$ cat config.mk
export PLATFORM = sky130hd
export DESIGN_NAME = reg_wb_arbiter_flat
export DESIGN_NICKNAME = d
export VERILOG_FILES = /design/src/rtl/reg_wb_arbiter_if.sv /design/src/rtl/reg_wb_arbiter.sv /design/src/flat_wrapper.sv
export SDC_FILE = /design/constraint.sdc
export NUM_CORES = 1
export LEC_CHECK = 0
export BUFFER_PORTS_ARGS = -buffer_cell sky130_fd_sc_hd__buf_2
export CORE_ASPECT_RATIO = 1.25
export CORE_MARGIN = 1.5
export CORE_UTILIZATION = 25
export CTS_CLUSTER_DIAMETER = 30
export DETAILED_ROUTE_END_ITERATION = 16
export HOLD_SLACK_MARGIN = 0.08
export PLACE_DENSITY = 0.53
export SETUP_SLACK_MARGIN = 0.1
export SLEW_MARGIN = 20
export SYNTH_ARGS = -nofsm -noshare
export SYNTH_HDL_FRONTEND = slang
export SYNTH_SLANG_ARGS = --single-unit
export TNS_END_PERCENT = 10
$ cat constraint.sdc
create_clock -name clk -period 4.5 [get_ports clk]
set_input_delay 0.45 -clock clk [delete_from_list [all_inputs] [get_ports clk]]
set_output_delay 0.45 -clock clk [all_outputs]
set_load 0.01 [all_outputs]
$ cat src/rtl/reg_wb_arbiter_if.sv
// Writeback request/response bundle between two requesters and the register-file port.
// The slave modport is the arbiter; the master modport is the requester/regfile side.
interface reg_wb_arbiter_if #(
  parameter int unsigned DATA_W = 32,
  parameter int unsigned ADDR_W = 5
);
  logic              a_valid;
  logic              a_ready;
  logic [ADDR_W-1:0] a_addr;
  logic [DATA_W-1:0] a_data;
  logic              b_valid;
  logic              b_ready;
  logic [ADDR_W-1:0] b_addr;
  logic [DATA_W-1:0] b_data;
  logic              RegWrite;
  logic [ADDR_W-1:0] A3;
  logic [DATA_W-1:0] WD3;
  logic              busy;
  logic              gnt_b;

  modport slave (
    input  a_valid, a_addr, a_data, b_valid, b_addr, b_data,
    output a_ready, b_ready, RegWrite, A3, WD3, busy, gnt_b
  );

  modport master (
    output a_valid, a_addr, a_data, b_valid, b_addr, b_data,
    input  a_ready, b_ready, RegWrite, A3, WD3, busy, gnt_b
  );
endinterface

$ cat src/rtl/reg_wb_arbiter.sv
// Two-requester register-file writeback arbiter: a small FIFO per requester, round-robin
// grant of one head per cycle, registered write port; address-0 writes are dropped.
module reg_wb_arbiter #(
  parameter int unsigned DATA_W = 32,
  parameter int unsigned ADDR_W = 5,
  parameter int unsigned DEPTH  = 2
) (
  input  logic            clk,
  input  logic            reset,
  reg_wb_arbiter_if.slave bus
);
  localparam int unsigned PtrW = $clog2(DEPTH);
  localparam int unsigned CntW = PtrW + 1;
  localparam logic [CntW-1:0] CntFull = CntW'(DEPTH);

  // Index 0 is requester A, index 1 is requester B.
  logic [ADDR_W-1:0] addr_mem_q [2][DEPTH];
  logic [DATA_W-1:0] data_mem_q [2][DEPTH];
  logic [PtrW-1:0]   rd_ptr_q   [2];
  logic [PtrW-1:0]   wr_ptr_q   [2];
  logic [CntW-1:0]   cnt_q      [2];

  logic              en_q;
  logic              last_b_q;

  logic              in_valid   [2];
  logic [ADDR_W-1:0] in_addr    [2];
  logic [DATA_W-1:0] in_data    [2];
  logic              ready      [2];
  logic              has        [2];
  logic              push       [2];
  logic              pop        [2];

  logic              grant;
  logic              sel_b;
  logic [ADDR_W-1:0] head_addr;
  logic [DATA_W-1:0] head_data;

  logic              reg_write_d, reg_write_q;
  logic              gnt_b_d, gnt_b_q;
  logic [ADDR_W-1:0] a3_d, a3_q;
  logic [DATA_W-1:0] wd3_d, wd3_q;

  always_comb begin
    in_valid[0] = bus.a_valid;
    in_addr[0]  = bus.a_addr;
    in_data[0]  = bus.a_data;
    in_valid[1] = bus.b_valid;
    in_addr[1]  = bus.b_addr;
    in_data[1]  = bus.b_data;
    // en_q keeps ready low through reset and until the first clock edge after it.
    for (int r = 0; r < 2; r++) begin
      ready[r] = en_q && (cnt_q[r] < CntFull);
      has[r]   = (cnt_q[r] != '0);
      push[r]  = in_valid[r] && ready[r];
    end
    // On a tie the requester not granted most recently wins.
    sel_b     = has[1] && (!has[0] || !last_b_q);
    grant     = has[0] || has[1];
    pop[0]    = has[0] && !sel_b;
    pop[1]    = sel_b;
    head_addr = addr_mem_q[sel_b][rd_ptr_q[sel_b]];
    head_data = data_mem_q[sel_b][rd_ptr_q[sel_b]];
  end

  always_comb begin
    reg_write_d = 1'b0;
    gnt_b_d     = gnt_b_q;
    a3_d        = a3_q;
    wd3_d       = wd3_q;
    if (grant) begin
      reg_write_d = (head_addr != '0);
      gnt_b_d     = sel_b;
      a3_d        = head_addr;
      wd3_d       = head_data;
    end
  end

  // Storage needs no reset: an entry is only read while its count is non-zero.
  always_ff @(posedge clk) begin
    for (int r = 0; r < 2; r++) begin
      if (push[r]) begin
        addr_mem_q[r][wr_ptr_q[r]] <= in_addr[r];
        data_mem_q[r][wr_ptr_q[r]] <= in_data[r];
      end
    end
  end

  always_ff @(posedge clk or posedge reset) begin
    if (reset) begin
      en_q        <= 1'b0;
      last_b_q    <= 1'b1;
      reg_write_q <= 1'b0;
      gnt_b_q     <= 1'b0;
      a3_q        <= '0;
      wd3_q       <= '0;
      for (int r = 0; r < 2; r++) begin
        rd_ptr_q[r] <= '0;
        wr_ptr_q[r] <= '0;
        cnt_q[r]    <= '0;
      end
    end else begin
      en_q        <= 1'b1;
      reg_write_q <= reg_write_d;
      gnt_b_q     <= gnt_b_d;
      a3_q        <= a3_d;
      wd3_q       <= wd3_d;
      if (grant) begin
        last_b_q <= sel_b;
      end
      for (int r = 0; r < 2; r++) begin
        if (push[r]) begin
          wr_ptr_q[r] <= wr_ptr_q[r] + PtrW'(1);
        end
        if (pop[r]) begin
          rd_ptr_q[r] <= rd_ptr_q[r] + PtrW'(1);
        end
        if (push[r] && !pop[r]) begin
          cnt_q[r] <= cnt_q[r] + CntW'(1);
        end else if (!push[r] && pop[r]) begin
          cnt_q[r] <= cnt_q[r] - CntW'(1);
        end
      end
    end
  end

  assign bus.a_ready  = ready[0];
  assign bus.b_ready  = ready[1];
  assign bus.RegWrite = reg_write_q;
  assign bus.A3       = a3_q;
  assign bus.WD3      = wd3_q;
  assign bus.gnt_b    = gnt_b_q;
  assign bus.busy     = has[0] || has[1] || reg_write_q;

endmodule

$ cat src/flat_wrapper.sv
// flat-port wrapper written by rule: the top's interface ports become plain ports
module reg_wb_arbiter_flat 
#(
  parameter int unsigned DATA_W = 32,
  parameter int unsigned ADDR_W = 5,
  parameter int unsigned DEPTH  = 2
)
  (clk, reset, bus_a_valid, bus_a_addr, bus_a_data, bus_b_valid, bus_b_addr, bus_b_data, bus_a_ready, bus_b_ready, bus_RegWrite, bus_A3, bus_WD3, bus_busy, bus_gnt_b);
  reg_wb_arbiter_if #(.DATA_W(DATA_W), .ADDR_W(ADDR_W)) bus_i ();
  input  logic clk;
  input  logic reset;
  input wire logic [$bits(bus_i.a_valid)-1:0] bus_a_valid;
  input wire logic [$bits(bus_i.a_addr)-1:0] bus_a_addr;
  input wire logic [$bits(bus_i.a_data)-1:0] bus_a_data;
  input wire logic [$bits(bus_i.b_valid)-1:0] bus_b_valid;
  input wire logic [$bits(bus_i.b_addr)-1:0] bus_b_addr;
  input wire logic [$bits(bus_i.b_data)-1:0] bus_b_data;
  output wire logic [$bits(bus_i.a_ready)-1:0] bus_a_ready;
  output wire logic [$bits(bus_i.b_ready)-1:0] bus_b_ready;
  output wire logic [$bits(bus_i.RegWrite)-1:0] bus_RegWrite;
  output wire logic [$bits(bus_i.A3)-1:0] bus_A3;
  output wire logic [$bits(bus_i.WD3)-1:0] bus_WD3;
  output wire logic [$bits(bus_i.busy)-1:0] bus_busy;
  output wire logic [$bits(bus_i.gnt_b)-1:0] bus_gnt_b;
  assign bus_i.a_valid = bus_a_valid;
  assign bus_i.a_addr = bus_a_addr;
  assign bus_i.a_data = bus_a_data;
  assign bus_i.b_valid = bus_b_valid;
  assign bus_i.b_addr = bus_b_addr;
  assign bus_i.b_data = bus_b_data;
  assign bus_a_ready = bus_i.a_ready;
  assign bus_b_ready = bus_i.b_ready;
  assign bus_RegWrite = bus_i.RegWrite;
  assign bus_A3 = bus_i.A3;
  assign bus_WD3 = bus_i.WD3;
  assign bus_busy = bus_i.busy;
  assign bus_gnt_b = bus_i.gnt_b;
  reg_wb_arbiter #(.DATA_W(DATA_W), .ADDR_W(ADDR_W), .DEPTH(DEPTH)) u_core (.clk(clk), .reset(reset), .bus(bus_i));
endmodule
# After elaboration in Yosys (flattened, before gate mapping)
# Memory sizes are Yosys's and may differ from the RTL's.
# Cells that the tools add are included.
totals:
  reg_bits: 49
  mem_count: 2
  elab_cells: 88
  out_inout_bits: 42
  ram_bits: 148
  latchBits: 0
  input_bits: 78
  romBits: 0
op_classes:
  n_mul: 0
  shift: 0
  eq_ne: 0
  muxes: 28
  reduce_logical: 26
  n_addsub: 8
  bitwise_logic: 4
  div: 0
  n_lt_le_gt_ge: 8
mem_list:
  columns: ["memory", "depth", "width", "rd", "rd_ports_with_merged_regs", "wr", "line", "text"]
  rows:
  - ["u_core.data_mem_q", 2, 64, 1, 0, 2, "reg_wb_arbiter.sv:18", "logic [DATA_W-1:0] data_mem_q [2][DEPTH];"]
  - ["u_core.addr_mem_q", 2, 10, 1, 0, 2, "reg_wb_arbiter.sv:17", "logic [ADDR_W-1:0] addr_mem_q [2][DEPTH];"]
ops:
  columns: ["operator", "n"]
  rows:
  - ["$mux W32", 5]
  - ["$mux W64", 2]
  - ["$demux W32 S1", 2]
  - ["$mux W5", 5]
  - ["$mux W10", 2]
  - ["$logic_and A1 B1 Y1", 12]
  - ["$demux W5 S1", 2]
  - ["$ge A2 B2 Y1 const B", 4]
  - ["$mux W2", 4]
  - ["$not A1 Y2", 4]
  - ["$reduce_bool A2 Y1", 4]
  - ["$logic_not A1 Y1", 6]
  - ["$mux W1", 6]
  - ["$reduce_bool A5 Y1", 1]
  - ["$add A1 B1 Y1 const B", 4]
  - ["$add A2 B1 Y2 const B", 2]
  - ["$lt A2 B1 Y1 const B", 2]
  - ["$lt A2 B2 Y1 const B", 2]
  - ["$sub A2 B1 Y2 const B", 2]
  - ["$logic_or A1 B1 Y1", 3]

# Depth between registers and ports, before layout
# Gate-level depths: netlist of run 1.
logic_depth:
  depth_word: 14
  ltp_mapped: 9
  ltp_nobuf: 8

# Worst setup path before layout of run 1
# OpenSTA, ideal clock, no wires.
synth_path:
  path_kind: "register -> register"
  start: "reg u_core.cnt_q[3] (netlist bit)"
  end: "mem u_core.addr_mem_q[0][5] (netlist bit) (enable)"
  t_required_ns: 4.069
  path_stages_with_launch: 4
  n_path_buf: 0
  period_less_slack_ns: 2.880
  slack_ns: 1.620
  arrival_time_ns: 2.448
  setup_ns: 0.431
  path_cell_list: "dfrtp_1 > nor2b_1 > nand2_1 > nor2_1"
synth_lines:
  columns: ["item", "line", "text"]
  rows:
  - ["from (decl)", "reg_wb_arbiter.sv:21", "logic [CntW-1:0] cnt_q [2];"]
  - ["from (signal, indexed assignment)", "reg_wb_arbiter.sv:119", "cnt_q[r] <= cnt_q[r] + CntW'(1);"]
  - ["from (signal, indexed assignment)", "reg_wb_arbiter.sv:121", "cnt_q[r] <= cnt_q[r] - CntW'(1);"]
  - ["to (decl)", "reg_wb_arbiter.sv:17", null]

# Worst setup path after layout of run 1
layout_path:
  start: "reg u_core.cnt_q[3] (netlist bit)"
  end: "reg u_core.cnt_q[3] (netlist bit)"
layout_via:
  elab_chain_len: 9
  word_cells_on_any_way: 18
  cone_classes: "add/sub: 2; order compare: 1; mux: 2; reduce/logical: 13"
layout_lines:
  columns: ["item", "line", "text"]
  rows:
  - ["$reduce_bool A2 Y1", "reg_wb_arbiter.sv:54", "has[r] = (cnt_q[r] != '0);"]
  - ["$logic_not A1 Y1", "reg_wb_arbiter.sv:58", "sel_b = has[1] && (!has[0] || !last_b_q);"]
  - ["$logic_or A1 B1 Y1", "reg_wb_arbiter.sv:58", null]
  - ["$logic_and A1 B1 Y1", "reg_wb_arbiter.sv:58", null]
  - ["$logic_not A1 Y1", "reg_wb_arbiter.sv:60", "pop[0] = has[0] && !sel_b;"]
  - ["$logic_and A1 B1 Y1", "reg_wb_arbiter.sv:60", null]
  - ["$logic_not A1 Y1", "reg_wb_arbiter.sv:118", "if (push[r] && !pop[r]) begin"]
  - ["$logic_and A1 B1 Y1", "reg_wb_arbiter.sv:118", null]
  - ["$mux W2 or $reduce_bool A2 Y1 (tied branches)", null, null]
# Several ways; a longest one is shown, not always the timed one. The select of a mux whose other input is x is not followed.
# A chain may end at the register's enable or synchronous reset.

==> results of run 1 <==
per-layer routing:
layer,track usage,up-vias,share of wire,wire (um)
li1,-,2097,-,-
met1,0.127,2193,0.42,7220
met2,0.204,89,0.53,9170
met3,0.0300,19,0.040,699
met4,0.0398,2,0.016,286
met5,0,-,0.00069,12
cells by family (layout without fill, tap and decap cells):
logic type,count (synthesis),in the layout,share of synthesized area
DFF,197,197,0.731
and+or+nand+nor,129,129,0.0889
AOI/OAI and AO/OA,114,114,0.126
buffers and inverters,37,164,0.0273
xor gates and xnor gates,10,10,0.0113
muxes,9,9,0.0123
adders and majority gates,2,2,0.00322
other,1,1,0.000483
worst min path at each step:
stage,from,endpoint,depth (start not counted)
2_1_floorplan,u_core.cnt_q[1],u_core.cnt_q[1],1
5_1_grt,bus_a_data[12],u_core.data_mem_q[0][12],1
3_3_place_gp,u_core.bus.WD3[26],u_core.bus.WD3[26],2
4_1_cts,bus_a_data[16],u_core.data_mem_q[0][48],1
6_report,bus_a_data[12],u_core.data_mem_q[0][44],1
3_5_place_dp,u_core.bus.WD3[30],u_core.bus.WD3[30],2
layout by cell type, fill, tap and decap left out, types with 2 or more instances in the layout:
cell and n:
a211oi_2 26, nor2_1 4, nor4_1 3, bufinv_16 5, ha_1 2, buf_2 119
nor2b_1 67, buf_4 7, clkinv_2 2, dfrtp_1 46, nor3_1 2, inv_1 2
clkinvlp_4 2, mux2_2 4, nand3_1 3, mux2i_1 5, o31ai_2 2, xor2_1 4
o21ai_1 3, edfxtp_1 148, clkbuf_16 17, and3_2 2, nand2_1 41, o31ai_1 31
xnor2_1 6, inv_6 2, nor2_4 2, clkbuf_1 2, o21ai_0 5, a211oi_1 39
a21oi_1 4
through the flow:
stage          utilization  cells  instance area, um2
2_1_floorplan            -    499                7760
3_3_place_gp         0.289    993                8740
3_5_place_dp         0.289    993                8740
4_1_cts              0.310   1026                9400
5_1_grt              0.311   1027                9420
6_report             0.311   1027                9420
area by class of cell:
class | count | area (um2)
multi-input combinational | 265 | 1900
tap | 401 | 502
fill | 3019 | 20900
sequential | 197 | 5680
inverter | 4 | 17.5
clock buffer | 20 | 447
timing repair buffer | 128 | 678
clock inverter | 12 | 201
report_power, final:
part	leakage, nW	switching, mW	internal (mW)
logic	1.04	1.15	0.751
clock network	0.311	0.672	1.00
registers	1.91	0.282	2.37
critical path, cell delays in order (launching register included):
cell and delay, ns:
dfrtp_1 0.48, o21ai_4 0.27, and2_4 0.64, inv_4 0.39, o21ai_0 0.25, ha_1 0.22
xor2_1 0.15, nor2_1 0.06, xor2_1 0.13
registers in the layout, summed over array words and instances, names as in the netlist:
register	flops
u_core.bus.A3	5
u_core.rd_ptr_q	2
u_core.bus.WD3	32
u_core.wr_ptr_q	2
u_core.cnt_q	4
u_core.last_b_q	1
u_core.bus.RegWrite	1
u_core.en_q	1
u_core.bus.gnt_b	1
u_core.data_mem_q	128
u_core.addr_mem_q	20
==> summary.md, run 1 <==
| Metric | Value |
|---|---|
| I/O Pins | between 100 and 150 |
| Rel. slew slack | 0.307 |
| Cts repair resizes | 0 |
| Largest net degree at the start of global routing | 54 |
| Longest Clk Path Bufs | 2 |
| Final wirelength | roughly 17000 um |
| Inserted Diodes | 0 |
| Crit end category | register |
| Asr flop ratio synth | 0.249 |
| Fin nets | ~700 |
| VDD IR max | about 0.22 mV |
| RSZ-0062 raised after global routing | no |
| Clk_skew | roughly 0.016 ns |
| Pwr dens | 661 nW/um2 |
| Min Hold Slack | just under 0.2 ns |
| Fmax | 365 MHz |
| Area fraction of the dominant cell type after synthesis | 0.573 |
| Max Fanout on Critical Path | 38 |
| DRT Pass-1 Iters | 4 |
| Share of layout cells above drive strength 1 | 0.321 |
| Leakage power | around 3.3 nW |
| RePlAce Congestion | about 0.65 |
| Post-CTS Setup Repair Bufs | 0 |
| CTS root buffer | clkbuf_16 |
| First-pass GRT wire length | between 20000 and 30000 um |
| Starting Density | 0.256 |
| Depth of the CTS H-tree | 4 |
| Final Critical Period | approximately 2.7 ns |
| CP Data Required Time | roughly 4.8 ns |
| Area contributors post-synth | edfxtp_1 57%, dfrtp_1 15%, nor2b_1 5.4% |
| Cell taking the most area after synthesis | edfxtp_1 |
| Setup CP Type | register to register |
| Count of antenna-violating nets left after detailed routing | 0 |
| Post-route DRC | 0 |
| Die Ht | around 200 um |
| Top cells by count, synth | 148 x edfxtp_1, 67 x nor2b_1, 48 x dfrtp_1 |
| Pins Over Slew Limit | 0 |
| Via count | 4400 |
| Total Die Area | ~32000 um2 |
| Post-Route Setup TNS | 0 ns |
| Clock net sink count | 197 |
| Measured slew at the worst slew-check pin | 1.04 ns |
| Cells after Synth | about 500 |
| Routed wire per std cell | 16.9 um |
| Site Rows | just over 70 |
| Number of synthesized flops with an enable pin | about 150 |
| Yosys reg bits | between 150 and 200 |
| Dpl hpwl | 11500 um |
| Total gr overflow | 0 |
| Initial antenna violation count | 1 |
| Ys Warns | 0 |
| GRT Util Overall | 0.112 |
| Routed vias/inst | roughly 4.3 |
| FF-to-FF setup slack | roughly 1.8 ns |
| Synth-to-Final Area Change | 21.4% |
| Worst r2r src | u_core.cnt_q[3] |
| Outcome | complete, no violations |
| Worst Path Arrival | between 3 and 4 ns |
| Startpoint Class | register |
| Critical Path Source | u_core.cnt_q[3] |
| Mean post-synth cell area | roughly 16 um2 |
| Setup WS post-layout | 1.76 ns |
| HP Class | input pin to register |
| 1st-iter DRT viols | about 190 |
| Final setup violation count | 0 |
| Pre-CTS WS | 1.73 ns |
| Port Buffers | about 120 |
| CTS Buf Count | 17 |
| Total power | between 6 and 7 mW |
| Area of the core | around 30000 um2 |
| Synth Flop Type | edfxtp_1 |
| # hold bufs at CTS | 1 |
| Most frequent cell after synthesis | edfxtp_1 |
| Die W | around 160 um |
| Cell Area, Synth | about 7800 um2 |
| CP endpoint | u_core.cnt_q[3] |
| Final Hold Fails | 0 |
| Vias in the first global route | roughly 4600 |
| Syn Nets | 579 |
| CTS tree | built |
| R2R depth | 8 |
| Clock slew at reported path FFs | 0.07 ns |
| Clock Latency Late Sink | ~0.44 ns |
| Unique masters post-synth | 40 |
| Tcrit/Tclk final | 0.609 |
| RR Endpoint | u_core.cnt_q[3] |
| # Max-Cap Violations | 0 |
| Seq/Total Area, Yosys | 0.731 |
(Power assumes the default switching activity.)
==> run 2: changes to the inputs <==
==> constraint.sdc (replaced) <==
create_clock -name clk -period 2.54 [get_ports clk]
set_input_delay 0.254 -clock clk [delete_from_list [all_inputs] [get_ports clk]]
set_output_delay 0.254 -clock clk [all_outputs]
set_load 0.01 [all_outputs]
==> run 2 against run 1 <==
Sequential power up 74%. Core utilization rose by 2.4 points. Clock-buffer cell count shrank 3. Sequential cell count is the same. Die area stayed put.
==> summary.md, run 2 (synthesis results as in run 1) <==
| Metric | Value |
|---|---|
| Final Critical Period | 2.08 ns (-0.660 ns) |
| Initial antenna violation count | 0 (-1) |
| Final Instance Area | 10200 um2 (+7.8%) |
| CP endpoint | u_core.cnt_q[3] |
| R2R depth | 8 (unchanged) |
| Inserted Diodes | 0 (unchanged) |
| Most frequent cells in the layout | 148 x edfxtp_1, 119 x buf_2, 75 x dlygate4sd3_1 |
| Crit-path leading delay family | simple AND/OR/NAND/NOR gates |
| Share of layout cells above drive strength 1 | 0.295 (-0.0259) |
| Routed vias/inst | 4.14 (-3.4%) |
| Number of flip-flops in the largest register | 128 (unchanged) |
| Sequential Power Share | 0.425 (about the same) |
| Clk pwr share | 0.238 (-0.031) |
| Area after DPL | 8850 um2 (+1.2%) |
| GRT Util Overall | 0.116 (+0.00362) |
| Routed wire per std cell | 16.1 um (-4.7%) |
| Commonest non-fill, non-tap cell in the layout | edfxtp_1 |
| 1st-iter DRT viols | 180 (-3.2%) |
| Final wirelength | 17900 um (+2.9%) |
| FF-to-FF setup slack | 0.46 ns (-1.30 ns) |
| Crit end category | register |
| Measured slew at the worst slew-check pin | 0.636 ns (-0.404 ns) |
| Net Sw Frac | 0.349 (+0.0112) |
| Site Rows | 71 (unchanged) |
| Fin nets | 775 (+12%) |
| Port Buffers | 119 (unchanged) |
| CTS root buffer | clkbuf_16 |
| First-pass GRT wire length | 27300 um (+4.0%) |
| VDD IR max | 0.590 mV (+160%) |
| Internal | 7.04 mW (+71%) |
| Pins Over Slew Limit | 0 (unchanged) |
| Crit-path cells | or2_1 > and2_4 > inv_4 > o21ai_0 > ha_1 > xor2_1 > nor2_1 > xor2_1 |
| Leakage power | 3.58 nW (+9.6%) |
| Cts repair resizes | 0 (unchanged) |
| CP Data Required Time | 2.90 ns (-1.90 ns) |
| Final Hold Fails | 0 (unchanged) |
| Worst r2r src | u_core.cnt_q[0] |
| Post-Route Setup TNS | 0 ns (unchanged) |
| Tcrit/Tclk final | 0.819 (+0.210) |
| # Max-Cap Violations | 0 (unchanged) |
| Slowest CP cell | dfrtp_1 |
| Clock slew at reported path FFs | 0.07 ns (about the same) |
| Starting Density | 0.256 (unchanged) |
| CP Depth | 8 (unchanged) |
| HP Class | input pin to register |
| Dpl hpwl | 11900 um (+3.9%) |
| Total power | 10.8 mW (+74%) |
| Count of antenna-violating nets left after detailed routing | 0 (unchanged) |
| Die W | 161 um (unchanged) |
| NetSw | 3.78 mW (+80%) |
| Slowest Stage Delay on Critical Path | 0.41 ns (-0.23 ns) |
| Clock net sink count | 197 (unchanged) |
| Clock Latency Late Sink | 0.43 ns (about the same) |
| Post-layout util | 0.335 (+0.0242) |
| Total Die Area | 32100 um2 (unchanged) |
| Worst Path Arrival | 2.44 ns (-0.60 ns) |
| CTS tree | built |
| Outcome | complete, no violations |
| Largest net degree at the start of global routing | 39 (-28%) |
| Longest Clk Path Bufs | 2 (unchanged) |
| Max Fanout on Critical Path | 18 (-53%) |
| Pwr dens | 1070 nW/um2 (+61%) |
| Synth-to-Final Area Change | 30.9% |
| RSZ-0062 raised after global routing | no |
| Combinational power share | 0.337 (+0.032) |
| CP most frequent cell | xor2_1 |
| I/O Pins | 120 (unchanged) |
| Post-route DRC | 0 (unchanged) |
| Via count | 4590 (+4.3%) |
| Fmax | 481 MHz (+32%) |
| Startpoint Class | register |
| Depth of the CTS H-tree | 4 (unchanged) |
| RR Endpoint | u_core.cnt_q[3] |
| Critical Path Source | u_core.cnt_q[0] |
| Clk_skew | 0.0103 ns (-0.00566 ns) |
| Setup CP Type | register to register |
| Die Ht | 200 um (unchanged) |
| Final setup violation count | 0 (unchanged) |
| Total gr overflow | 0 (unchanged) |
| DRT Pass-1 Iters | 4 (unchanged) |
| Vias in the first global route | 4777 (+4.7%) |
| Rel. slew slack | 0.575 (+0.268) |
| CTS Buf Count | 17 (unchanged) |
| Area of the core | 30300 um2 (unchanged) |
| WP buf/inv | 1 (unchanged) |
| Layout fillers | 2987 (-1.1%) |
| RePlAce Congestion | 0.690 (+6.5%) |
## run 2: cell types whose count changed in the layout (fill, tap and decap cells not counted), sizes merged
cell / before / now
bufinv: 5 / 1
buf: 127 / 135
dlygate4sd3: 1 / 75
clkinv: 3 / 8
clkbuf: 20 / 17
inv: 6 / 8
## run 2: worst reg2reg max path, stage by stage (launching register included)
cell and delay, ns:
dfrtp_1 0.41, or2_1 0.35, and2_4 0.20, inv_4 0.19, o21ai_0 0.20, ha_1 0.25, xor2_1 0.14, nor2_1 0.12
xor2_1 0.15
## run 2: metrics by stage
step | hold slack (ns) | setup slack, ns | instances
4_1_cts | 0.182 | 0.415 | 1109
6_report | 0.209 | 0.460 | 1109
5_1_grt | 0.196 | 0.336 | 1109
2_1_floorplan | 0.353 | -0.252 | 499
3_3_place_gp | 0.387 | 0.470 | 1002
3_5_place_dp | 0.399 | 0.434 | 1002
## run 2: per-layer routing
| metal | up-vias | share of wire | GRT usage |
|---|---|---|---|
| met5 | - | 0 | 0 |
| met1 | 2227 | 0.43 | 0.133 |
| met4 | 0 | 0.014 | 0.0384 |
| met2 | 78 | 0.53 | 0.212 |
| met3 | 15 | 0.030 | 0.0275 |
| li1 | 2270 | - | - |
## run 2: timing repair
item / CTS / global route
hold buffers: 75 / 0
setup buffers: 0 / 0
endpoints found under the hold margin: 171 / 0
## run 2: power by group through the flow
stage / Combinational (mW) / Sequential, mW / Clock (mW)
finish: 3.64 / 4.60 / 2.58
global route: 4.08 / 4.69 / 2.78
CTS: 3.78 / 4.62 / 2.67
detailed placement: 3.68 / 4.69 / 0
global placement: 3.62 / 4.68 / 0
floorplan: 2.55 / 4.66 / 0
## run 2: worst min-delay path by stage
stage / from / to / slack, ns / cells after the start
finish: bus_a_valid / u_core.wr_ptr_q[1] / 0.21 / 3
global route: bus_a_valid / u_core.wr_ptr_q[1] / 0.20 / 3
CTS: bus_a_valid / u_core.wr_ptr_q[1] / 0.18 / 3
detailed placement: reset / u_core.bus.WD3[13] / 0.40 / 2
global placement: reset / u_core.bus.WD3[13] / 0.39 / 2
floorplan: bus_a_addr[0] / u_core.addr_mem_q[0][0] / 0.35 / 0
## run 2: cell type report
class	instances	area, um2	share of cell area
timing repair buffer	210	1500	0.148
inverter	4	17.5	0.00172
tap	401	502	0.0494
sequential	197	5680	0.559
clock buffer	17	425	0.0419
clock inverter	15	131	0.0129
multi-input combinational	265	1900	0.187
